[src/rtl/mem_port_arb_pkg.sv]
// Shared definitions for the memory port arbiter.
// Holds the request-type enum carried in the output request register and
// the default parameter values used by the top and the tag FIFO.
package mem_port_arb_pkg;

    localparam int DEF_NUM_LANES = 4;
    localparam int DEF_ADDR_W    = 24;
    localparam int DEF_DATA_W    = 32;
    localparam int DEF_TAG_DEPTH = 8;

    // Kind of request currently held in the one-entry output register.
    typedef enum logic [1:0] {
        REQ_NONE = 2'd0,
        REQ_WR   = 2'd1,
        REQ_RD   = 2'd2
    } req_kind_e;

endpackage

[src/rtl/mem_port_arb_tag_fifo.sv]
// Tag FIFO: remembers which lane issued each outstanding read so that the
// in-order read returns from memc can be routed back to the right lane.
// Ports:
//   clk, reset_poweron   clock, asynchronous active-low reset
//   push, push_tag       store a lane index (ignored when full)
//   pop                  discard the head entry (ignored when empty)
//   full, empty, head    status and oldest stored lane index
module mem_port_arb_tag_fifo #(
    parameter int TAG_DEPTH = 8,
    parameter int TAG_W     = 2
) (
    input  logic             clk,
    input  logic             reset_poweron,
    input  logic             push,
    input  logic [TAG_W-1:0] push_tag,
    input  logic             pop,
    output logic             full,
    output logic             empty,
    output logic [TAG_W-1:0] head
);

    localparam int PTR_W = $clog2(TAG_DEPTH);

    logic [TAG_W-1:0] tags [TAG_DEPTH];
    logic [PTR_W-1:0] wr_ptr;
    logic [PTR_W-1:0] rd_ptr;
    logic [PTR_W:0]   count;
    logic             do_push;
    logic             do_pop;

    assign full    = (count == (PTR_W+1)'(TAG_DEPTH));
    assign empty   = (count == '0);
    assign do_push = push && !full;
    assign do_pop  = pop && !empty;
    assign head    = tags[rd_ptr];

    // Pointers wrap naturally because TAG_DEPTH is a power of two.
    always_ff @(posedge clk or negedge reset_poweron) begin
        if (!reset_poweron) begin
            wr_ptr <= '0;
            rd_ptr <= '0;
            count  <= '0;
        end else begin
            if (do_push) wr_ptr <= wr_ptr + 1'b1;
            if (do_pop)  rd_ptr <= rd_ptr + 1'b1;
            case ({do_push, do_pop})
                2'b10:   count <= count + 1'b1;
                2'b01:   count <= count - 1'b1;
                default: count <= count;
            endcase
        end
    end

    // Storage needs no reset: entries are only read once count covers them.
    always_ff @(posedge clk) begin
        if (do_push) tags[wr_ptr] <= push_tag;
    end

endmodule

[src/rtl/mem_port_arb.sv]
// Round-robin arbiter merging NUM_LANES DMA read/write requesters onto one
// memc port, with in-order read returns routed back via a tag FIFO.
// Ports:
//   clk, reset_poweron              clock, asynchronous active-low reset
//   dma__arb__write_*               per-lane write request and payload
//   arb__dma__write_ready           per-lane write accept
//   dma__arb__read_*                per-lane read request and address
//   arb__dma__read_ready            per-lane read accept
//   arb__dma__read_data_valid/data  routed read return
//   arb__memc__*                    shared registered request port
//   memc__arb__ready                memc accepts the presented request
//   memc__arb__read_data_valid/data in-order read return from memc
//   err_orphan                      sticky: a return arrived with no read outstanding
//
// Handshake: a transfer happens on a channel in any cycle where its valid and
// ready are both high; valid never depends on ready, and a presented memc
// request stays unchanged until memc__arb__ready is seen with it.
module mem_port_arb
    import mem_port_arb_pkg::*;
#(
    parameter int NUM_LANES = DEF_NUM_LANES,
    parameter int ADDR_W    = DEF_ADDR_W,
    parameter int DATA_W    = DEF_DATA_W,
    parameter int TAG_DEPTH = DEF_TAG_DEPTH
) (
    input  logic                             clk,
    input  logic                             reset_poweron,
    input  logic [NUM_LANES-1:0]             dma__arb__write_valid,
    input  logic [NUM_LANES-1:0][ADDR_W-1:0] dma__arb__write_address,
    input  logic [NUM_LANES-1:0][DATA_W-1:0] dma__arb__write_data,
    output logic [NUM_LANES-1:0]             arb__dma__write_ready,
    input  logic [NUM_LANES-1:0]             dma__arb__read_valid,
    input  logic [NUM_LANES-1:0][ADDR_W-1:0] dma__arb__read_address,
    output logic [NUM_LANES-1:0]             arb__dma__read_ready,
    output logic [NUM_LANES-1:0]             arb__dma__read_data_valid,
    output logic [DATA_W-1:0]                arb__dma__read_data,
    output logic                             arb__memc__write_valid,
    output logic [ADDR_W-1:0]                arb__memc__write_address,
    output logic [DATA_W-1:0]                arb__memc__write_data,
    output logic                             arb__memc__read_valid,
    output logic [ADDR_W-1:0]                arb__memc__read_address,
    input  logic                             memc__arb__ready,
    input  logic                             memc__arb__read_data_valid,
    input  logic [DATA_W-1:0]                memc__arb__read_data,
    output logic                             err_orphan
);

    localparam int LANE_W = $clog2(NUM_LANES);

    req_kind_e             out_kind;
    logic [ADDR_W-1:0]     out_addr;
    logic [DATA_W-1:0]     out_data;
    logic [LANE_W-1:0]     rr_ptr;

    logic [NUM_LANES-1:0]  eligible;
    logic                  grant_found;
    logic [LANE_W-1:0]     grant_lane;
    logic [LANE_W-1:0]     cand;
    logic                  grant_is_wr;
    logic                  arb_en;
    logic                  take;

    logic                  fifo_full;
    logic                  fifo_empty;
    logic [LANE_W-1:0]     fifo_head;

    // A full tag FIFO only masks reads; a lane with a write stays eligible.
    assign eligible    = dma__arb__write_valid |
                         (dma__arb__read_valid & {NUM_LANES{!fifo_full}});

    // Arbitrate only when the output register is free or drains this cycle.
    // Reset is folded in so no lane sees ready while reset is held.
    assign arb_en      = reset_poweron && ((out_kind == REQ_NONE) || memc__arb__ready);
    assign take        = arb_en && grant_found;
    assign grant_is_wr = dma__arb__write_valid[grant_lane];

    // First eligible lane at or after rr_ptr, wrapping around.
    always_comb begin
        grant_found = 1'b0;
        grant_lane  = '0;
        cand        = '0;
        for (int k = 0; k < NUM_LANES; k++) begin
            cand = LANE_W'((int'(rr_ptr) + k) % NUM_LANES);
            if (!grant_found && eligible[cand]) begin
                grant_found = 1'b1;
                grant_lane  = cand;
            end
        end
    end

    always_comb begin
        arb__dma__write_ready = '0;
        arb__dma__read_ready  = '0;
        if (take) begin
            if (grant_is_wr) arb__dma__write_ready[grant_lane] = 1'b1;
            else             arb__dma__read_ready[grant_lane]  = 1'b1;
        end
    end

    always_ff @(posedge clk or negedge reset_poweron) begin
        if (!reset_poweron) begin
            out_kind   <= REQ_NONE;
            out_addr   <= '0;
            out_data   <= '0;
            rr_ptr     <= '0;
            err_orphan <= 1'b0;
        end else begin
            if (arb_en) begin
                if (grant_found) begin
                    out_kind <= grant_is_wr ? REQ_WR : REQ_RD;
                    out_addr <= grant_is_wr ? dma__arb__write_address[grant_lane]
                                            : dma__arb__read_address[grant_lane];
                    if (grant_is_wr) out_data <= dma__arb__write_data[grant_lane];
                    rr_ptr   <= (grant_lane == LANE_W'(NUM_LANES - 1)) ? '0
                                                                       : grant_lane + 1'b1;
                end else begin
                    out_kind <= REQ_NONE;
                end
            end
            if (memc__arb__read_data_valid && fifo_empty) err_orphan <= 1'b1;
        end
    end

    assign arb__memc__write_valid   = (out_kind == REQ_WR);
    assign arb__memc__write_address = out_addr;
    assign arb__memc__write_data    = out_data;
    assign arb__memc__read_valid    = (out_kind == REQ_RD);
    assign arb__memc__read_address  = out_addr;

    // Returns are in order, so the FIFO head names the owning lane.
    always_comb begin
        arb__dma__read_data_valid = '0;
        if (memc__arb__read_data_valid && !fifo_empty)
            arb__dma__read_data_valid[fifo_head] = 1'b1;
    end
    assign arb__dma__read_data = memc__arb__read_data;

    mem_port_arb_tag_fifo #(
        .TAG_DEPTH (TAG_DEPTH),
        .TAG_W     (LANE_W)
    ) u_tag_fifo (
        .clk           (clk),
        .reset_poweron (reset_poweron),
        .push          (take && !grant_is_wr),
        .push_tag      (grant_lane),
        .pop           (memc__arb__read_data_valid),
        .full          (fifo_full),
        .empty         (fifo_empty),
        .head          (fifo_head)
    );

endmodule

[config.mk]
export PLATFORM = sky130hd
export DESIGN_NAME = mem_port_arb
export DESIGN_NICKNAME = d
export VERILOG_FILES = /design/src/rtl/mem_port_arb_pkg.sv /design/src/rtl/mem_port_arb_tag_fifo.sv /design/src/rtl/mem_port_arb.sv
export SDC_FILE = /design/constraint.sdc
export NUM_CORES = 1
export LEC_CHECK = 0
export CORE_AREA = 5 5 190 192
export DETAILED_ROUTE_END_ITERATION = 10
export DIE_AREA = 0 0 195 197
export SLEW_MARGIN = 20
export SYNTH_ARGS = -nofsm -noshare
export SYNTH_HDL_FRONTEND = slang
export SYNTH_SLANG_ARGS = --single-unit
[constraint.sdc]
create_clock -name clk -period 3.85 [get_ports clk]
set_input_delay 0.9625 -clock clk [delete_from_list [all_inputs] [get_ports clk]]
set_output_delay 0.9625 -clock clk [all_outputs]
set_load 0.05 [all_outputs]
==> flow_summary.ini <==
[final_layout]
area_delta_synth_final_pct = 75.63
layout.cells.most_common_list = 409 x clkdlybuf4s50_1, 258 x nand2_1, 97 x a21oi_1
fill_cells = 3561
fin_cells = 1695
final_area_um2 = 11810
drive_gt1_share_pct = 10.19
nNetsFinal = 1605
mostFrequentLayoutCell = clkdlybuf4s50_1

[floorplanning]
die-area_um2 = 38420
initial_utilization_pct = 19.65
rows = 68
coreArea_um2 = 34200
die_y_um = 197
ios = 491
die_w_um = 195

[yosys]
syn-instance-count = 874
syn_avg_cell_area_um2 = 7.690
yosys_warnings = 0
synth_xor_area_share_pct = 1.173
synthAdderAreaFrac_pct = 1.675
synth_top_family_by_area = compound AO/OA/AOI/OAI gates
synth_edf_count = 16
synth_fp_nets = 1247
seq_area_frac_synth_pct = 33.58
synth-main-ff-cell = dfrtp_1
synthTopCellsByArea = dfrtp_1 26%, nand2_1 15%, a21oi_1 7.4%
synthMuxAreaShare_pct = 2.494
mappedNetlistArea_um2 = 6721
ys_ff_latch = 87
async_flop_share_pct = 81.61
synth_compound_gate_area_share_pct = 26.60
netlist.area_leader.share_pct = 26.43
yosysUniqueCellTypes = 57
synthSimpleGateAreaFrac_pct = 22.92
yosys.area.top_type = dfrtp_1

[setup_path]
cp_max_fo = 6
path_class = reg2out
critical_path.cell_chain = or4b_4, a22o_1, buf_4, nand3b_1, a21oi_4, buf_6, a221oi_4, a31o_4, buf_6, nor2_4, buf_8
cp_common_cell = buf_6
slowest_delay_ns = 0.61
reg2reg_to = u_tag_fifo.count[3]$_DFFE_PN0P_
r2r_cells = 14
cp.arrival_ns = 3.00
startpoint_type = flip-flop
endpoint_kind = primary output
r2r-start = u_tag_fifo.count[0]$_DFFE_PN0P_
crit_path_top_delay_cell = or4b_4
critPathRequiredTime_ns = 2.89
r2r_setup_slack_ns = 0.19

[sta]
rsz0062_at_grt = yes
min_period_ns = 3.962
drv_slew = 0
finalHoldViolCount = 0
fin_skew_ns = 0.009601
worst_slew_pin_slew_ns = 1.139
setup_viol = 8
hold_ws_ns = 0.4611
relSlewSlack_pct = 24.07
finalCritPeriodShare_pct = 102.9
max_freq_mhz = 252.4
fin_ws_ns = -0.1123

[global_routing]
grt_overflow = 0
globalRouteTotalUtil_pct = 15.78
grt_pass1_wl_mm = 47.98
antenna_found_initial = 2
grt_pass1_vias = 8269
grt_max_degree = 93

[clocking]
path_clk_slew_ns = 0.08
clock_latency_ns = 0.36
cts_max_path_buffers = 2
htreeDepth = 3
cts_made_buffers = 9
cts_tree = yes
root_buffer = clkbuf_16
cts_hold_buf = 0
clock_sinks = 87

[worst_hold_path]
whs_endpoint = err_orphan$_DFFE_PN0P_
worstHoldStart = err_orphan$_DFFE_PN0P_
hold_class = reg2reg
whs_path_depth = 1

[place]
portBuffers = 426
pre_cts_ws_ns = -0.4762
dp_hpwl_mm = 24.11
gp_congestion = 0.9045
placed_area_um2 = 11300
place_inst = 1663

[run_status]
outcome = complete, but fails checks
violations = setup timing

[power_and_ir_drop]
p_sw_uw = 5628
clkPwrFrac_pct = 9.0
p_int_uw = 4737
p_seq_share_pct = 16.8
p_comb_share_pct = 74.2
powerDensity_nw_per_um2 = 878.0
cellLeakagePower_uw = 0.004888
finalPower_uw = 10370
swShare_pct = 54.30
vdd_drop_max_v = 0.0007602

[routing]
vias = 7913
dr.pass1.iters = 5
drt_iter0_markers = 345
wirelength_mm = 32.18
drtAntennaViolNets = 0
drc_errors = 0
via_per_inst = 4.668
wl_per_cell_um = 18.98

[job]
cap_violations = 0
## registers in the layout, summed over array words and instances, names as in the netlist
name,cells
u_tag_fifo.rd_ptr,3
rr_ptr,2
u_tag_fifo.tags,16
arb__memc__read_address,24
u_tag_fifo.count,4
out_kind,2
u_tag_fifo.wr_ptr,3
arb__memc__write_data,32
err_orphan,1
## worst max-delay path, delay by kind of cell (launching register included)
family	cells	cell delay (ns)
compound gates	4	0.78
flops	1	0.38
simple gates	3	0.89
buf+inv	4	0.57
## layer usage
layer | routed length (µm) | track usage [%] | part of all wire [%]
met3 | 2668 | 4.872 | 8.3
met5 | 0 | 0 | 0
met1 | 12990 | 18.45 | 40
met2 | 15580 | 27.40 | 48
met4 | 943 | 5.637 | 2.9
## power groups by stage
stage | Clock, µW | Combinational (µW) | Sequential, µW
6_report | 929 | 7690 | 1740
5_1_grt | 1020 | 8260 | 1800
4_1_cts | 983 | 7670 | 1740
3_5_place_dp | 0 | 7550 | 1750
3_3_place_gp | 0 | 7520 | 1740
2_1_floorplan | 0 | 4320 | 2640
## Yosys cell counts (all sizes together), types with 2 or more instances
| cell | count |
|---|---|
| a211oi | 2 |
| a21o | 34 |
| a21oi | 103 |
| a221o | 24 |
| a22oi | 24 |
| a311oi | 32 |
| a31oi | 24 |
| and3 | 32 |
| buf | 88 |
| clkbuf | 45 |
| dfrtp | 71 |
| edfxtp | 16 |
| ha | 9 |
| inv | 5 |
| mux2 | 6 |
| mux4 | 4 |
| nand2 | 262 |
| nand3 | 2 |
| nor2 | 38 |
| nor2b | 6 |
| nor3 | 4 |
| nor3b | 3 |
| nor4 | 2 |
| nor4b | 2 |
| o211ai | 2 |
| o21a | 2 |
| o21ai | 5 |
| o22ai | 2 |
| xnor2 | 4 |
| xor2 | 5 |
## worst max-delay path by stage
stage                                         start                         endpoint  slack [ns]  cells after the start
finish              u_tag_fifo.count[0]$_DFFE_PN0P_         arb__dma__write_ready[1]       -0.11                     11
global route        u_tag_fifo.count[0]$_DFFE_PN0P_         arb__dma__write_ready[2]       -0.22                     11
CTS                 u_tag_fifo.count[1]$_DFFE_PN0P_         arb__dma__write_ready[1]       -0.14                     10
detailed placement          dma__arb__read_valid[0]  u_tag_fifo.tags[5][1]$_DFFE_PP_       -0.48                     11
global placement            dma__arb__read_valid[0]  u_tag_fifo.tags[3][1]$_DFFE_PP_       -0.41                     11
floorplan           u_tag_fifo.count[1]$_DFFE_PN0P_          arb__dma__read_ready[0]       0.007                     12
## layout make-up
class,count,area (µm²),area share [%]
timing repair buffer,480,4806,40.71
multi-input combinational,649,3842,32.55
sequential,87,2257,19.12
tap,455,569.3,4.822
clock buffer,9,225.2,1.908
clock inverter,7,75.07,0.6359
inverter,5,22.52,0.1908
antenna,3,7.507,0.06359
## kinds of logic (layout without fill, tap and decap cells)
family,Yosys count,count (layout)
flip-flops,87,87
adder cells (fa/ha/maj),9,9
multiplexers,11,11
buffers and inverters,138,501
other,0,3
AO/OA/AOI/OAI,260,260
XOR/XNOR,9,9
AND/OR/NAND/NOR,360,360
## per-stage QoR
stage | setup TNS [ns] | util [%]
2_1_floorplan | 0 | -
3_3_place_gp | -5.823 | 33.03
3_5_place_dp | -6.444 | 33.03
4_1_cts | -0.8990 | 34.21
5_1_grt | -1.529 | 34.51
6_report | -0.6596 | 34.51
## timing repair
item,in CTS,in global routing
pin swaps,9,6
setup endpoints to repair,15,17
gates resized for setup,17,12
setup buffers,7,6
Note: power is estimated with default switching activity, not from simulation.
